<file path="src/rtl/i16_mode_scheduler.sv">
// Intra-16x16 mode search scheduler: walks the enabled prediction modes,
// launches the reconstruct datapath per mode and keeps the lowest score.
module i16_mode_scheduler #(
   parameter int SCORE_W = 32,
   parameter int TIMEOUT = 1023
) (
   input  logic               clk,
   input  logic               rst,
   input  logic               mb_valid,
   input  logic [3:0]         mode_mask,
   output logic               mb_ready,
   output logic               recon_start,
   output logic [1:0]         recon_mode,
   input  logic               recon_done,
   input  logic [SCORE_W-1:0] recon_score,
   input  logic [31:0]        recon_nz,
   output logic               best_valid,
   input  logic               best_ready,
   output logic [1:0]         best_mode,
   output logic [SCORE_W-1:0] best_score,
   output logic [31:0]        best_nz,
   output logic               best_err,
   output logic               busy
);

   localparam logic [1:0] S_IDLE   = 2'd0;
   localparam logic [1:0] S_LAUNCH = 2'd1;
   localparam logic [1:0] S_WAIT   = 2'd2;
   localparam logic [1:0] S_DONE   = 2'd3;

   localparam int WD_W = $clog2(TIMEOUT + 1);
   localparam logic [WD_W-1:0] WD_LAST = WD_W'(TIMEOUT - 1);

   logic [1:0]         state_q, state_d;
   logic [3:0]         mask_q, mask_d;
   logic [1:0]         mode_q, mode_d;
   logic [WD_W-1:0]    wd_q, wd_d;
   logic [1:0]         bmode_q, bmode_d;
   logic [SCORE_W-1:0] bscore_q, bscore_d;
   logic [31:0]        bnz_q, bnz_d;
   logic               err_q, err_d;
   logic               empty_q, empty_d;

   logic               mode_end;
   logic [2:0]         pick;
   logic [3:0]         above;

   // Returns {found, index} of the lowest set bit.
   function automatic logic [2:0] first_set(input logic [3:0] m);
      if (m[0])      return 3'b100;
      else if (m[1]) return 3'b101;
      else if (m[2]) return 3'b110;
      else if (m[3]) return 3'b111;
      else           return 3'b000;
   endfunction

   always_comb begin
      state_d  = state_q;
      mask_d   = mask_q;
      mode_d   = mode_q;
      wd_d     = wd_q;
      bmode_d  = bmode_q;
      bscore_d = bscore_q;
      bnz_d    = bnz_q;
      err_d    = err_q;
      empty_d  = empty_q;
      mode_end = 1'b0;
      above    = mask_q & (4'b1110 << mode_q);
      pick     = first_set(above);
      case (state_q)
         S_IDLE: begin
            if (mb_valid && mb_ready) begin
               pick     = first_set(mode_mask);
               mask_d   = mode_mask;
               mode_d   = pick[1:0];
               err_d    = (mode_mask == 4'b0000);
               empty_d  = 1'b1;
               bmode_d  = 2'd0;
               bscore_d = '1;
               bnz_d    = '0;
               state_d  = pick[2] ? S_LAUNCH : S_DONE;
            end
         end
         S_LAUNCH: begin
            wd_d    = '0;
            state_d = S_WAIT;
         end
         S_WAIT: begin
            wd_d = wd_q + WD_W'(1);
            // A done arriving on the expiry cycle still counts as done.
            if (recon_done) begin
               mode_end = 1'b1;
               if (empty_q || (recon_score < bscore_q)) begin
                  empty_d  = 1'b0;
                  bmode_d  = mode_q;
                  bscore_d = recon_score;
                  bnz_d    = recon_nz;
               end
            end else if (wd_q == WD_LAST) begin
               mode_end = 1'b1;
               err_d    = 1'b1;
            end
            if (mode_end) begin
               mode_d  = pick[2] ? pick[1:0] : mode_q;
               state_d = pick[2] ? S_LAUNCH : S_DONE;
            end
         end
         S_DONE: begin
            if (best_ready) state_d = S_IDLE;
         end
         default: state_d = S_IDLE;
      endcase
   end

   always_ff @(posedge clk or posedge rst) begin
      if (rst) begin
         state_q  <= S_IDLE;
         mask_q   <= '0;
         mode_q   <= '0;
         wd_q     <= '0;
         bmode_q  <= '0;
         bscore_q <= '0;
         bnz_q    <= '0;
         err_q    <= 1'b0;
         empty_q  <= 1'b1;
      end else begin
         state_q  <= state_d;
         mask_q   <= mask_d;
         mode_q   <= mode_d;
         wd_q     <= wd_d;
         bmode_q  <= bmode_d;
         bscore_q <= bscore_d;
         bnz_q    <= bnz_d;
         err_q    <= err_d;
         empty_q  <= empty_d;
      end
   end

   assign mb_ready    = (state_q == S_IDLE) && !rst;
   assign recon_start = (state_q == S_LAUNCH);
   assign recon_mode  = mode_q;
   assign best_valid  = (state_q == S_DONE);
   assign best_mode   = bmode_q;
   assign best_score  = bscore_q;
   assign best_nz     = bnz_q;
   assign best_err    = err_q;
   assign busy        = (state_q != S_IDLE);

endmodule

</file>
<file path="config.mk">
export PLATFORM = sky130hd
export DESIGN_NAME = i16_mode_scheduler
export DESIGN_NICKNAME = d
export VERILOG_FILES = /design/src/rtl/i16_mode_scheduler.sv
export SDC_FILE = /design/constraint.sdc
export NUM_CORES = 1
export LEC_CHECK = 0
export ABC_CLOCK_PERIOD_IN_PS = 2100
export BUFFER_PORTS_ARGS = -buffer_cell sky130_fd_sc_hd__clkbuf_2
export CORE_MARGIN = 2
export CORE_UTILIZATION = 47
export DETAILED_ROUTE_END_ITERATION = 16
export HOLD_SLACK_MARGIN = 0.06
export PLACE_DENSITY = 0.79
export SLEW_MARGIN = 15
export SYNTH_ARGS = -nofsm -noshare
export SYNTH_HDL_FRONTEND = slang
export SYNTH_SLANG_ARGS = --single-unit
</file>
<file path="constraint.sdc">
create_clock -name clk -period 2.1 [get_ports clk]
set_clock_uncertainty 0.2 [all_clocks]
set_input_delay 0.42 -clock clk [delete_from_list [all_inputs] [get_ports clk]]
set_output_delay 0.42 -clock clk [all_outputs]
set_load 0.005 [all_outputs]
</file>
[Yosys cells after proc, flatten, opt, wreduce, memory -nomap -nowiden]
Cells that the tools add are included.
Storage, ports and cells
  output and inout port bits: 73
  input port bits: 73
  logic and storage cells: 83
  bits in registers: 86
Cells by class
  magnitude comparators: 1
  eq/ne operators: 12
  mux-type cells: 44
  $add $sub $neg: 1
  bitwise operators: 1
  shift-type cells: 1
  reduce and logical (&&, ||, !) cells: 14
Operator list (number)
  32-bit two-way mux: 6
  32-bit one-hot mux with 2 select lines: 2
  32-bit < comparator: 1
  3-bit two-way mux: 10
  2-bit two-way mux: 11
  10-bit one-hot mux with 2 select lines: 1
  2-bit != test (second input constant): 7
  4-bit AND reduction: 3
  10-bit by 1-bit adder with 10-bit output (second input constant): 1
  10-bit equality test (second input constant): 1
  1-bit two-way mux: 9
  2-bit one-hot mux with 2 select lines: 2
  2-bit one-hot mux with 4 select lines: 1
  2-bit nonzero test: 3
  4-bit bitwise AND: 1
  2-bit equality test (second input constant): 2
  4-bit zero test: 1
  1-bit one-hot mux with 2 select lines: 2
  4-bit by 2-bit << shifter with 4-bit output (first input constant): 1
  3-bit AND reduction: 1
  2-bit by 1-bit equality test with 1-bit output (second input constant): 1
  1-bit logical AND: 2
  2-bit zero test: 1
  2-bit by 1-bit != test with 1-bit output (second input constant): 1
  3 further kinds: 3

[Logic depth before layout (Yosys ltp)]
Gate-level depths: netlist of run 1.
  depth in word-level cells: 9
  gate-level depth with buffers: 10
  gate-level depth less buffers: 8

[Worst setup path before layout of run 1]
OpenSTA, ideal clock, no wires.
  path kind: in2reg
  start point: input port rst
  end point: register bscore_q[0] (netlist: best_score[0])
  arrival: 2.514 ns
  buffers on the path: 1
  data required time: 1.772 ns
  setup time: 0.128 ns
  stages on the path: 7
  slack: -0.741 ns
  cells stage by stage: inv_2 a21o_1 and2_1 nor3b_2 a21oi_2 buf_6 mux2_1
On the way
  cells in the longest elaborated chain, start to end: 5
RTL lines
  start: declaration: line 8  | input logic rst,
  1-bit zero test: line 139  | assign mb_ready = (state_q == S_IDLE) && !rst;
  1-bit logical AND: line 139
  1-bit logical AND: line 72  | if (mb_valid && mb_ready) begin
  2-bit != test (no source line)
  4-bit AND reduction (no source line)
  end signal: assignment: line 132  | bscore_q <= bscore_d;
  end: declaration: line 39  | logic [SCORE_W-1:0] bscore_q, bscore_d;
No other way between the ends.
A chain may end at the register's enable or synchronous reset.

[Final worst setup path of run 1]
  start point: register bscore_q[25] (netlist: best_score[25])
  end point: register bscore_q[0] (netlist: best_score[0])
On the way
  cells in the longest elaborated chain, start to end: 4
RTL lines
  32-bit < comparator: line 93  | if (empty_q || (recon_score < bscore_q)) begin
  1-bit logical OR: line 93
  2-bit != test (no source line)
  4-bit AND reduction (no source line)
No other way between the ends.

==> summary.md, run 1 <==
| Metric | Value |
|---|---|
| #FFs+latches synth | `85` |
| RR Endpoint | `best_score[0]` |
| # clock sinks | `85` |
| Mean post-synth cell area | `approximately 9.7 um^2` |
| Dpl hpwl | `8565 um` |
| Static Leak | `3.434 nW` |
| Total gr overflow | `0` |
| Post-synth top area share | `0.4484` |
| F_max | `around 400 MHz` |
| Total Power | `8.191 mW` |
| Relative slew margins | `0.7157` |
| Clock Path Buffers | `2` |
| Core area | `between 9000 and 10000 um^2` |
| Status | `finished, violations left` |
| Top FF cell, synth | `dfrtp_1` |
| Worst reg2reg path startpoint | `best_score[25]` |
| Post-synthesis cell type count | `47` |
| Share of cells above drive strength 1 | `0.3851` |
| Critical path endpoint category | `flip-flop` |
| Worst-Skew Late Latency | `roughly 360 ps` |
| Placed Cells | `802` |
| Standard-cell rows | `36` |
| Gr usage total | `0.2198` |
| Hold WC Path Type | `input pin to flip-flop` |
| Final setup vio count | `66` |
| EDFF count, synth | `0` |
| Cell taking the most area after synthesis | `dfrtp_1` |
| Top cells by area, synth | `dfrtp_1, mux2i_1, ha_1` |
| Worst-path clk slew | `about 90 ps` |
| Root Driver | `clkbuf_8` |
| Drt via density | `5.000` |
| R2r worst-path depth | `10` |
| Antenna violations before repair | `0` |
| WL per Instance | `14.65 um` |
| DR vias | `4145` |
| Cell Area, Synth | `about 4700 um^2` |
| DR pass1 iterations | `4` |
| Final hold vios | `0` |
| Vias in the first global route | `4218` |
| Number of I/O port buffers | `145` |
| PwrDens | `between 1000 and 1500 nW/um^2` |
| Flop2flop setup slack | `-440 ps` |
| Crit path kind | `flip-flop to flip-flop` |
| Fin worst setup slack | `-443.4 ps` |
| Fin crit share | `1.211` |
| Hold Path Origin | `recon_nz[0]` |
| CTS buffer count | `9` |
| Worst-Margin Slew | `about 430 ps` |
| Critical Path Source Type | `flip-flop` |
| Area delta synth->final | `41.39%` |
| CTS tree | `built` |
| Final design utilization | `0.6813` |
| Fin cells | `829` |
| Dpl ws | `-504.0 ps` |
| CP required | `approximately 2200 ps` |
| Most frequent cells after synthesis | `dfrtp_1, inv_1, mux2i_1` |
| WHS Path Cells | `3` |
| Most frequent cell after synthesis | `dfrtp_1` |
| Hold WS | `81.97 ps` |
| Syn_nets | `slightly below 600` |
| Die width | `103.9 um` |
| Hold Path Sink | `best_nz[0]` |
| Max Cap Viol | `0` |
| Synth Instances | `481` |
| Top Ports | `146` |
| Final nets | `802` |
| Ys async rst share | `1.000` |
| Crit path time final | `~2500 ps` |
| Final antenna-violating net count | `0` |
| Syn. warnings | `0` |
| Chip height | `103.9 um` |
| Initial drt markers | `approximately 170` |
| RD Place Congestion | `0.8252` |
| Wirelength, routed | `12150 um` |
| Failing checks | `setup timing` |
| Initial Utilization | `0.4819` |
| RSZ-0062 raised after global routing | `true` |
| First-pass GRT wire length | `roughly 19000 um` |
| Largest net degree at the start of global routing | `86` |
| Max-slew violations | `0` |
| Antenna diode count | `0` |
| Share of the yosys chip area belonging to registers | `0.4540` |
| Die area | `10790 um^2` |
| Drt drc | `0` |
| CP max FO | `6` |
| WP data arrival | `2600 ps` |
| H-Tree Depth | `3` |
| Peak supply drop | `665.8 uV` |
-- logic make-up after synthesis --
family / after synthesis / synth area share
XOR/XNOR: 4 / 0.007472
AO/OA/AOI/OAI: 50 / 0.06538
AND/OR/NAND/NOR: 140 / 0.1318
flip-flops: 85 / 0.4540
adder cells (fa/ha/maj): 38 / 0.1014
multiplexers: 73 / 0.1572
buffers and inverters: 91 / 0.08273
-- placed cells by master (no fill, tap or decap), types with 10 or more instances in the layout --
master,instances
a21oi_1,18
buf_4,54
clkbuf_2,145
clkbuf_8,10
dfrtp_1,84
ha_1,28
inv_1,68
mux2i_1,65
nand2_1,59
nor2_1,44
o21ai_0,10
-- registers in the layout (all words and copies together) (netlist names) --
name and cells:
wd_q 10, state_q 2, recon_mode 2, empty_q 1, mask_q 3, best_score 32, best_nz 32, best_err 1
best_mode 2
-- worst max-delay path, cell delays in order (launching register included) --
cell     delay (ps)
dfrtp_1         360
inv_1            60
ha_1            340
nand4_1         170
nor4_2          310
nand2_1         130
a31oi_4         230
a21oi_4          70
buf_12          160
buf_8           130
mux2_4          280
-- worst max-delay path by stage --
stage / startpoint / to / slack [ps]
global placement: recon_score[31] / best_score[0] / -450
detailed placement: recon_score[31] / best_nz[6] / -500
floorplan: best_score[2] / best_score[0] / -130
global route: best_score[11] / best_score[28] / -510
finish: best_score[25] / best_score[0] / -440
CTS: best_score[2] / best_nz[6] / -380
-- cell type report --
cell class                      instances  area [um^2]
Fill cell                             745         3100
Timing Repair Buffer                  215         1410
Sequential cell                        85         2128
Multi-Input combinational cell        305         2391
Tap cell                              133        166.4
Inverter                               75        292.8
Clock buffer                           12        145.1
Clock inverter                          4        95.09
-- power breakdown --
part | switching [mW] | internal, mW
Clock | 0.588 | 0.823
Combinational | 2.15 | 2.36
Sequential | 0.252 | 2.02
Total | 2.99 | 5.20
-- metal layers --
metal | vias up | track usage | share of wire
li1 | 2007 | - | -
met1 | 1982 | 0.2702 | 0.42
met2 | 138 | 0.3670 | 0.50
met3 | 18 | 0.05451 | 0.059
met4 | 0 | 0.09749 | 0.024
met5 | - | 0 | 0
-- metrics by stage --
stage / instance area, um^2 / TNS [ps]
after floorplan: 4742 / -5347
after global placement: 6043 / -28190
after detailed placement: 6043 / -30210
after CTS: 6420 / -19960
after global routing: 6629 / -29270
final: 6629 / -22260
-- repair_timing --
item	in CTS	in global routing
gates cloned	1	0
buffers inserted	3	6
gates resized for setup	15	31
pin swaps	2	11
endpoints found under the setup margin	66	70
hold endpoints to repair	0	29
hold buffers	0	1
(Power assumes the default switching activity.)
==> inputs of run 2 (changes only) <==
--- a/config.mk
+++ b/config.mk
@@ -6,12 +6,13 @@
 export NUM_CORES = 1
 export LEC_CHECK = 0
 export ABC_CLOCK_PERIOD_IN_PS = 2100
-export BUFFER_PORTS_ARGS = -buffer_cell sky130_fd_sc_hd__clkbuf_2
 export CORE_MARGIN = 2
-export CORE_UTILIZATION = 47
+export CORE_UTILIZATION = 58
 export DETAILED_ROUTE_END_ITERATION = 16
+export DONT_BUFFER_PORTS = 1
 export HOLD_SLACK_MARGIN = 0.06
-export PLACE_DENSITY = 0.79
+export PLACE_DENSITY = 0.78
+export RECOVER_POWER = 25
 export SLEW_MARGIN = 15
 export SYNTH_ARGS = -nofsm -noshare
 export SYNTH_HDL_FRONTEND = slang
==> summary.md, run 2 (synthesis gave the netlist of run 1 again) <==
| Metric | Value |
|---|---|
| Crit path kind | `flip-flop to flip-flop` |
| Critical Path Source Type | `flip-flop` |
| Core area | `7767 um^2` |
| WL per Instance | `20.27 um` |
| Largest net degree at the start of global routing | `51` |
| Max-slew violations | `0` |
| Final design utilization | `0.8388` |
| CP max FO | `8` |
| CTS buffer count | `9` |
| F_max | `396.5 MHz` |
| Share of cells above drive strength 1 | `0.2370` |
| Commonest non-fill, non-tap cells in the layout | `dfrtp_1, buf_4, inv_1, dlygate4sd3_1, mux2i_1` |
| Crit path time final | `between 2000 and 3000 ps` |
| H-Tree Depth | `3` |
| PwrDens | `1213 nW/um^2` |
| Wirelength, routed | `14900 um` |
| Worst-path clk slew | `90 ps` |
| Drt drc | `0` |
| Die area | `8818 um^2` |
| Final nets | `739` |
| Static Leak | `3.113 nW` |
| Total gr overflow | `0` |
| Clock Path Buffers | `2` |
| Status | `finished, violations left` |
| Vias in the first global route | `approximately 4.6k` |
| Die width | `93.91 um` |
| Chip height | `approximately 94 um` |
| CP required | `roughly 2200 ps` |
| DR pass1 iterations | `7` |
| Standard-cell rows | `32` |
| Drt via density | `roughly 5.8` |
| Initial Utilization | `0.6036` |
| Worst-Margin Slew | `roughly 860 ps` |
| Hold WS | `64.78 ps` |
| Hold WC Path Type | `input pin to flip-flop` |
| WP data arrival | `2600 ps` |
| DR vias | `4252` |
| Max Cap Viol | `0` |
| Antenna violations before repair | `0` |
| Antenna diode count | `0` |
| Fin worst setup slack | `-422.2 ps` |
| Initial drt markers | `238` |
| Dpl hpwl | `roughly 7900 um` |
| Final setup vio count | `118` |
| RSZ-0062 raised after global routing | `true` |
| Fill count | `398` |
| Final hold vios | `0` |
| # clock sinks | `85` |
| Gr usage total | `0.3351` |
| Number of I/O port buffers | `0` |
| First-pass GRT wire length | `22530 um` |
| Area delta synth->final | `38.96%` |
| Relative slew margins | `0.4242` |
| RD Place Congestion | `0.7792` |
| Final antenna-violating net count | `0` |
| Failing checks | `setup timing` |
| Worst-Skew Late Latency | `370 ps` |
| Peak supply drop | `roughly 750 uV` |
| Root Driver | `clkbuf_8` |
| Critical path endpoint category | `flip-flop` |
| Commonest non-fill, non-tap cell in the layout | `dfrtp_1` |
| Top Ports | `between 100 and 150` |
| CTS tree | `built` |
| Fin crit share | `1.201` |
run 2: cell types whose count changed in the layout (fill, tap and decap cells not counted), sizes merged:
cell / change
buf: +18
dlygate4sd3: +62
bufinv: -3
clkinv: +4
clkbuf: -145
clkinvlp: +2
inv: -1
run 2: worst paths after layout:
kind | from | endpoint | slack [ps] | cells after the start
max in group asynchronous | rst | best_score[16] | -110 | 4
min in group asynchronous | rst | best_err | 630 | 3
worst min-delay path | recon_score[8] | best_score[8] | 60 | 2
worst min register to register | wd_q[3] | wd_q[3] | 280 | 1
worst max register to register | best_score[15] | best_nz[31] | -420 | 10
worst max-delay path | best_score[15] | best_nz[31] | -420 | 10
run 2: worst max-delay path: stages, from the launching register on:
cell	delay (ps)
dfrtp_1	430
inv_1	150
ha_4	220
and4_1	230
a221oi_2	300
o21ai_2	130
a21oi_4	190
buf_12	150
buf_6	100
clkbuf_16	140
mux2i_1	200
run 2: power by group:
| part | switching [mW] | internal (mW) |
|---|---|---|
| Sequential | 0.317 | 2.02 |
| Clock | 0.644 | 0.458 |
| Combinational | 2.20 | 2.25 |
| Total | 3.17 | 4.74 |
run 2: metrics by stage:
step           setup TNS (ps)  setup slack, ps  std cells  cell area, um^2  power, mW
2_1_floorplan           -5347           -131.5        481             4742      4.663
3_3_place_gp           -18410           -308.5        643             5369      5.548
3_5_place_dp           -22030           -414.8        643             5369      5.720
4_1_cts                -18320           -327.6        729             6381      7.466
5_1_grt                -50530           -547.5        735             6515      8.310
6_report               -30140           -422.2        735             6515      7.901
run 2: area by class of cell:
cell class,instances,area [um^2],area share
clock buffers,10,137.6,0.02113
well taps,102,127.6,0.01959
multi-input cells,305,2397,0.3680
repair buffers,152,1403,0.2153
clock inverters,6,38.79,0.005954
flip-flops and latches,85,2128,0.3267
inverters,75,282.8,0.04340
run 2: metal layers:
layer	vias to the layer above	wire, um	GRT usage	part of all wire
li1	1876	-	-	-
met1	2053	5340	0.3519	0.36
met2	250	7828	0.6071	0.53
met3	73	1051	0.07143	0.071
met4	0	675	0.2041	0.045
met5	-	0	0	0
run 2: what timing repair did:
action	in CTS	in global routing
setup buffers	5	9
pin swaps	5	5
hold buffers	63	0
gates resized for setup	23	26
gates cloned	2	1
hold endpoints to repair	97	0
setup endpoints to repair	67	69
==> inputs of run 3 (changes only) <==
--- a/config.mk
+++ b/config.mk
@@ -6,12 +6,13 @@
 export NUM_CORES = 1
 export LEC_CHECK = 0
 export ABC_CLOCK_PERIOD_IN_PS = 2100
+export BUFFER_PORTS_ARGS = -buffer_cell sky130_fd_sc_hd__clkbuf_2
+export CORE_ASPECT_RATIO = 0.9
 export CORE_MARGIN = 2
-export CORE_UTILIZATION = 58
+export CORE_UTILIZATION = 47
 export DETAILED_ROUTE_END_ITERATION = 16
-export DONT_BUFFER_PORTS = 1
 export HOLD_SLACK_MARGIN = 0.06
-export PLACE_DENSITY = 0.78
+export PLACE_DENSITY = 0.79
 export RECOVER_POWER = 25
 export SLEW_MARGIN = 15
 export SYNTH_ARGS = -nofsm -noshare
==> summary.md, run 3 (synthesis gave the netlist of run 1 again) <==
| Metric | Value |
|---|---|
| Status | `finished, violations left` |
| Failing checks | `setup timing` |
| F_max | `408.5 MHz` |
| Logic pwr share | `0.552` |
| Max incr delay on CP | `410 ps` |
| Total Power | `8.489 mW` |
| Clock Path Buffers | `2` |
| Critical path endpoint category | `flip-flop` |
| Relative slew margins | `0.2257` |
| Vias in the first global route | `4252` |
| Die area | `10790 um^2` |
| Fin worst setup slack | `-348.0 ps` |
| Max Cap Viol | `0` |
| Final nets | `around 800` |
| RSZ-0062 raised after global routing | `true` |
| Initial drt markers | `196` |
| Top Ports | `146` |
| H-Tree Depth | `3` |
| Sw Pwr | `3.050 mW` |
| CTS buffer count | `9` |
| Worst-Skew Late Latency | `350 ps` |
| Core area | `9699 um^2` |
| Cell family with most CP delay | `compound AO/OA/AOI/OAI gates` |
| Final setup vio count | `66` |
| Largest net degree at the start of global routing | `86` |
| Dpl ws | `-647.6 ps` |
| Critical Path Source Type | `flip-flop` |
| Antenna violations before repair | `0` |
| Drt via density | `5.018` |
| DR vias | `4135` |
| Area delta synth->final | `43.74%` |
| Final antenna-violating net count | `0` |
| Worst-path clk slew | `around 90 ps` |
| Share of total power in sequential cells | `0.269` |
| Total gr overflow | `0` |
| Drt drc | `0` |
| Max-slew violations | `0` |
| Dpl hpwl | `8421 um` |
| Hold WC Path Type | `input pin to flip-flop` |
| Placed cell area | `5977 um^2` |
| CP max-delay cell | `dfrtp_1` |
| CP bufs+invs | `3` |
| Design area | `6739 um^2` |
| Setup TNS | `-17110 ps` |
| Root Driver | `clkbuf_8` |
| CP max FO | `8` |
| Wirelength, routed | `roughly 12000 um` |
| Static Leak | `3.442 nW` |
| Chip height | `98.75 um` |
| Commonest non-fill, non-tap cell in the layout | `clkbuf_2` |
| CP required | `around 2200 ps` |
| Standard-cell rows | `34` |
| Initial Utilization | `0.4834` |
| DR pass1 iterations | `4` |
| Clock power share | `0.179` |
| Crit path time final | `~2400 ps` |
| Final hold vios | `0` |
| Crit path kind | `flip-flop to flip-flop` |
| Pint | `5.439 mW` |
| Fin crit share | `1.166` |
| Peak supply drop | `661.3 uV` |
| Number of I/O port buffers | `between 100 and 150` |
| RD Place Congestion | `0.7910` |
| WP data arrival | `2510 ps` |
| WL per Instance | `14.84 um` |
| # clock sinks | `85` |
| Sw Ratio | `0.3592` |
| Cells along the critical path | `inv_2 > ha_4 > nor2b_4 > nand2_2 > a221oi_4 > a31oi_4 > a21oi_4 > buf_12 > clkbuf_16 > mux2i_1` |
| First-pass GRT wire length | `19090 um` |
| Gr usage total | `0.2240` |
| Die width | `109.3 um` |
| Commonest non-fill, non-tap cells in the layout | `clkbuf_2, dfrtp_1, mux2i_1, inv_1` |
| Worst-Margin Slew | `1162 ps` |
| Antenna diode count | `0` |
| CTS tree | `built` |
| PwrDens | `~1300 nW/um^2` |
| Share of cells above drive strength 1 | `0.4069` |
## run 3: cell types whose count changed in the layout (fill, tap and decap cells not counted), sizes merged
cell / change
dlygate4sd3: -63
clkinvlp: -2
clkbuf: +148
inv: +1
buf: -20
bufinv: +4
clkinv: -3
## run 3: per-stage QoR
| stage | utilization | instances | hold WS [ps] |
|---|---|---|---|
| 2_1_floorplan | - | 481 | 128.9 |
| 3_3_place_gp | 0.6162 | 789 | 269.5 |
| 6_report | 0.6948 | 824 | 93.20 |
| 5_1_grt | 0.6948 | 824 | 78.93 |
| 4_1_cts | 0.6793 | 818 | 79.37 |
| 3_5_place_dp | 0.6162 | 789 | 275.9 |
## run 3: tightest hold or removal path, delay by kind of cell
kind / cells / cell delay, ps
simple gates: 1 / 50
mux: 1 / 60
buf+inv: 1 / 80
## run 3: area by class of cell
type,count,area (um^2)
clock buffer,10,127.6
timing repair buffer,217,1446
sequential,85,2128
clock inverter,6,136.4
tap,126,157.7
multi-input combinational,305,2452
inverter,75,290.3
fill,726,2960
## run 3: power groups by stage
| stage | combinational, mW | clock [mW] | sequential [mW] |
|---|---|---|---|
| after floorplan | 2.38 | 0 | 2.29 |
| after global placement | 3.63 | 0 | 2.28 |
| after detailed placement | 3.76 | 0 | 2.30 |
| after CTS | 4.28 | 1.56 | 2.28 |
| after global routing | 5.12 | 1.62 | 2.33 |
| final | 4.69 | 1.52 | 2.28 |
## run 3: routing by layer
metal | wire, um | track usage | vias up
met5 | 0 | 0 | -
met4 | 229 | 0.07595 | 0
met3 | 896 | 0.06085 | 21
met2 | 6131 | 0.3946 | 141
met1 | 4971 | 0.2620 | 1956
li1 | - | - | 2017
## run 3: worst paths after layout
path	start	to	slack (ps)	depth (start not counted)
max	state_q[0]	best_nz[31]	-350	10
max reg2reg	state_q[0]	best_nz[31]	-350	10
min reg2reg	wd_q[3]	wd_q[3]	290	1
max in group asynchronous	rst	best_nz[27]	590	3
min in group asynchronous	rst	wd_q[3]	360	3
min	recon_nz[12]	best_nz[12]	90	3
## run 3: what timing repair did
action,4_1_cts,5_1_grt
gates resized for setup,46,17
hold buffers,0,0
cloned,1,4
pin swaps,16,1
buffers inserted,13,4
endpoints found under the setup margin,70,70
